### src/rtl/alu_arbiter.sv
// Two-requester round-robin front end for a shared external ALU.
// Each accepted operation takes one EXEC cycle and is then held in RESP until its owner consumes it.
module alu_arbiter #(
   parameter int DATA_W = 32,
   parameter int OP_W   = 4,
   parameter int MAX_OP = 5
) (
   input  logic              clk,
   input  logic              rst,

   input  logic              req0Valid,
   output logic              req0Ready,
   input  logic [DATA_W-1:0] req0In1,
   input  logic [DATA_W-1:0] req0In2,
   input  logic [OP_W-1:0]   req0Op,

   input  logic              req1Valid,
   output logic              req1Ready,
   input  logic [DATA_W-1:0] req1In1,
   input  logic [DATA_W-1:0] req1In2,
   input  logic [OP_W-1:0]   req1Op,

   output logic              resp0Valid,
   input  logic              resp0Ready,
   output logic              resp1Valid,
   input  logic              resp1Ready,
   output logic [DATA_W-1:0] respOut,
   output logic              respZero,
   output logic              respErr,

   output logic [DATA_W-1:0] aluIn1,
   output logic [DATA_W-1:0] aluIn2,
   output logic [OP_W-1:0]   aluOP,
   input  logic [DATA_W-1:0] aluOut,
   input  logic              aluZero
);

   typedef enum logic [1:0] {
      IDLE = 2'b00,
      EXEC = 2'b01,
      RESP = 2'b10
   } state_t;

   state_t state;
   logic   last_grant;
   logic   owner;
   logic   grant0;
   logic   grant1;
   logic   illegal;
   logic   owner_ready;

   // last_grant holds the id of the most recently accepted requester; the other one wins a tie.
   always_comb begin
      grant0 = req0Valid && (!req1Valid || last_grant);
      grant1 = req1Valid && (!req0Valid || !last_grant);
   end

   assign req0Ready   = (state == IDLE) && !rst && grant0;
   assign req1Ready   = (state == IDLE) && !rst && grant1;
   assign resp0Valid  = (state == RESP) && !owner;
   assign resp1Valid  = (state == RESP) && owner;
   assign owner_ready = owner ? resp1Ready : resp0Ready;
   assign illegal     = aluOP > OP_W'(MAX_OP);

   // The ALU is only sampled at the EXEC->RESP edge, so aluOut never reaches an output combinationally.
   always_ff @(posedge clk or posedge rst) begin
      if (rst) begin
         state      <= IDLE;
         last_grant <= 1'b1;
         owner      <= 1'b0;
         aluIn1     <= '0;
         aluIn2     <= '0;
         aluOP      <= '0;
         respOut    <= '0;
         respZero   <= 1'b0;
         respErr    <= 1'b0;
      end else begin
         case (state)
            IDLE: begin
               if (req0Ready) begin
                  aluIn1     <= req0In1;
                  aluIn2     <= req0In2;
                  aluOP      <= req0Op;
                  owner      <= 1'b0;
                  last_grant <= 1'b0;
                  state      <= EXEC;
               end else if (req1Ready) begin
                  aluIn1     <= req1In1;
                  aluIn2     <= req1In2;
                  aluOP      <= req1Op;
                  owner      <= 1'b1;
                  last_grant <= 1'b1;
                  state      <= EXEC;
               end
            end
            EXEC: begin
               if (illegal) begin
                  respOut  <= '0;
                  respZero <= 1'b0;
                  respErr  <= 1'b1;
               end else begin
                  respOut  <= aluOut;
                  respZero <= aluZero;
                  respErr  <= 1'b0;
               end
               state <= RESP;
            end
            RESP: begin
               if (owner_ready) begin
                  state <= IDLE;
               end
            end
            default: begin
               state <= IDLE;
            end
         endcase
      end
   end

   // Only one requester may ever be offered acceptance or a result at a time.
   assert property (@(posedge clk) disable iff (rst) !(req0Ready && req1Ready));
   assert property (@(posedge clk) disable iff (rst) !(resp0Valid && resp1Valid));

endmodule
### config.mk
export PLATFORM = sky130hd
export DESIGN_NAME = alu_arbiter
export DESIGN_NICKNAME = d
export VERILOG_FILES = /design/src/rtl/alu_arbiter.sv
export SDC_FILE = /design/constraint.sdc
export NUM_CORES = 1
export LEC_CHECK = 0
export ABC_AREA = 1
export BUFFER_PORTS_ARGS = -buffer_cell sky130_fd_sc_hd__buf_2
export CAP_MARGIN = 15
export CORE_ASPECT_RATIO = 2
export CORE_MARGIN = 3
export CORE_UTILIZATION = 45
export CTS_CLUSTER_DIAMETER = 120
export DETAILED_ROUTE_END_ITERATION = 16
export PLACE_DENSITY = 0.78
export SLEW_MARGIN = 5
export SYNTH_ARGS = -nofsm -noshare
export SYNTH_HDL_FRONTEND = slang
export SYNTH_SLANG_ARGS = --single-unit
### constraint.sdc
create_clock -name clk -period 3.5 [get_ports clk]
set_input_delay 0.525 -clock clk [delete_from_list [all_inputs] [get_ports clk]]
set_output_delay 0.525 -clock clk [all_outputs]
set_load 0.05 [all_outputs]
==> results.sh <==
export IMPL_slowest_stage="nand2_2"
export IMPL_post_cts_buffers=0
export IMPL_r2r_start="last_grant"
export IMPL_antenna_found_initial=0
export IMPL_synth_top_cell_by_area="dfrtp_1"
export IMPL_synth_flop_cell="dfrtp_1"
export IMPL_clk_pin_slew_ps=80
export IMPL_syn_nets=865
export IMPL_post_drt_wl_per_cell_um=14.8
export IMPL_drtIter0Drc=264
export IMPL_path_max_fanout=36
export IMPL_grt_pass1_vias=5027
export IMPL_dieArea_mm2=0.0127
export IMPL_synth_edf_count=0
export IMPL_final_common_cell="nand2_1"
export IMPL_coreArea_mm2=0.0110
export IMPL_cts_buffers=9
export IMPL_area_growth_pct=34.6
export IMPL_critical_path_class="in2out"
export IMPL_synth_top_area_share_pct=51.6
export IMPL_nNetsFinal=1116
export IMPL_tns_ps=0
export IMPL_clock_latency_ps=350
export IMPL_die_x_um=81.2
export IMPL_holdBufCountCts=0
export IMPL_vias=5331
export IMPL_drv_slew=0
export IMPL_placed_cell_area_mm2=0.00655
export IMPL_p_seq_share_pct=29.6
export IMPL_pin_count=281
export IMPL_drc_errors=0
export IMPL_grt_overflow=0
export IMPL_syn_area_mm2=0.00509
export IMPL_cts_root_buf="clkbuf_16"
export IMPL_ir_worst_vdd_v=0.000526
export IMPL_r2r_end="aluIn2[7]"
export IMPL_critPathLaunchType="input port"
export IMPL_rsz0062_at_grt="no"
export IMPL_swShare_pct=54.8
export IMPL_ff2ff_path_depth=6
export IMPL_clock_sinks=106
export IMPL_cts_tree="built"
export IMPL_start_util_pct=46.3
export IMPL_crit_buf_inv=4
export IMPL_worstPathArrival_ps=2140
export IMPL_final_area_mm2=0.00686
export IMPL_dp_hpwl_um=11800
export IMPL_clock_path_buffers=2
export IMPL_final_cell_mix="377 x nand2_1, 280 x buf_2, 136 x nand3_1"
export IMPL_syn_area_per_cell_um2=7.38
export IMPL_p_leak_nw=4.22
export IMPL_powerDensity_mw_per_mm2=1010
export IMPL_max_stage_delay_ps=430
export IMPL_hold_path_class="in2async"
export IMPL_critical_path_top_delay_family="buffers and inverters"
export IMPL_cp_data_required_time_ps=2970
export IMPL_status="completed"
export IMPL_clock_skew_final_ps=7.85
export IMPL_setup_viol=0
export IMPL_p_comb_share_pct=55.8
export IMPL_fmax_mhz=376
export IMPL_via_per_inst=4.91
export IMPL_relSlewSlack_pct=36.4
export IMPL_gp_congestion=0.821
export IMPL_fill_cells=1061
export IMPL_internal_power_mw=3.14
export IMPL_ant_nets=0
export IMPL_num_rows=54
export IMPL_drt_pre_antenna_iters=4
export IMPL_max_cap_violations=0
export IMPL_async_reset_ff_share_pct=100
export IMPL_hold_viol=0
export IMPL_yosys_warnings=0
export IMPL_drive_above_1_share_pct=33.4
export IMPL_ys_top_cells_by_area="dfrtp_1 52%, nand2_1 28%, nand3_1 13%"
export IMPL_crit_chain="buf_2 > inv_4 > nand2_1 > nor2_4 > nand2_2 > inv_1 > buf_2"
export IMPL_io_buffer_count=280
export IMPL_synth_cell_type_count=17
export IMPL_timing_final_crit_share_pct=76.1
export IMPL_layout_min_cycle_time_ps=2660
export IMPL_grt_start_max_net_pins=85
export IMPL_diodes=0
export IMPL_rrSetupSlack_ps=1230
export IMPL_h_tree_depth=3
export IMPL_critPathMostFrequentCell="buf_2"
export IMPL_die_h_um=156
export IMPL_synthesis_instances=690
export IMPL_grt_first_pass_wirelength_um=24500
export IMPL_tightest_slew_ps=954
export IMPL_globalRouteTotalUtil_pct=25.0
export IMPL_cts_resized=0
export IMPL_switchingPower_mw=3.81
export IMPL_clkPwrFrac_pct=14.6
export IMPL_yosysSeqAreaShare_pct=52.1
export IMPL_routed_wirelength_um=16100
export IMPL_cp_end_kind="output pin"
export IMPL_ys_ff_latch=106
stage by stage:
step	hold WS [ps]	worst slack [ps]	util [%]	total power, mW	instances
6_report	157	837	62.2	6.95	1086
3_3_place_gp	457	681	59.5	5.93	1070
4_1_cts	157	815	62.2	7.01	1086
2_1_floorplan	502	108	-	4.96	690
3_5_place_dp	460	615	59.5	5.98	1070
5_1_grt	185	651	62.2	7.36	1086
routing by layer:
layer  up-vias  global-route usage, %  share of wire [%]
li1       2675                      -                  -
met1      2417                   28.2                 36
met2       203                   44.1                 54
met3        36                   4.61                6.5
met4         0                   12.5                3.8
met5         -                      0                  0
worst register-to-register path: stages, from the launching register on:
cell and delay (ps):
dfstp_2 530, a21boi_1 80, nand2_2 530, nand2_2 520
buf_12 330, nand2_1 110, nand2_1 60
Yosys cell counts (2+ instances only):
library cell and count:
inv_2 4, nand2_1 377, inv_1 3, nand2_2 3
o21ai_0 3, buf_4 2, clkbuf_1 18, nand3_1 136
dfrtp_1 105, buf_1 8, nor2_1 5, buf_2 21
flip-flops by register name, summed over array words and instances, names as in the netlist, 2 cells and up:
signal	flops
aluIn1	32
state	2
aluIn2	32
respOut	32
aluOP	4
final cells by class:
cell class,count,area (µm²),share of cell area (%)
inverters,7,28.8,0.420
multi-input cells,528,2210,32.2
clock buffers,9,225,3.29
clock inverters,7,81.3,1.19
repair buffers,289,1480,21.6
flip-flops and latches,106,2650,38.7
well taps,140,175,2.56
worst max-delay path by stage:
stage                     startpoint          to  slack [ps]  cells after the start
after floorplan                  rst   req1Ready         110                      6
after global placement           rst  aluIn2[16]         680                      9
after detailed placement         rst  aluIn1[27]         610                      9
after CTS                        rst   req1Ready         810                      7
after global routing             rst   req1Ready         650                      7
final                            rst   req1Ready         840                      7
power groups by stage:
stage                     logic [mW]  registers, mW  clock network (mW)
after floorplan                 1.09           3.86                   0
after global placement          3.87           2.06                   0
after detailed placement        3.92           2.06                   0
after CTS                       3.92           2.06                1.03
after global routing            4.14           2.12                1.09
final                           3.88           2.06                1.01
logic make-up after synthesis:
group                  count (synthesis)  synth area share [%]
and+or+nand+nor                      523                  42.5
DFF                                  106                  52.1
buffers and inverters                 56                  4.79
AOI/OAI and AO/OA                      5                 0.663
Note: power is estimated with default switching activity, not from simulation.
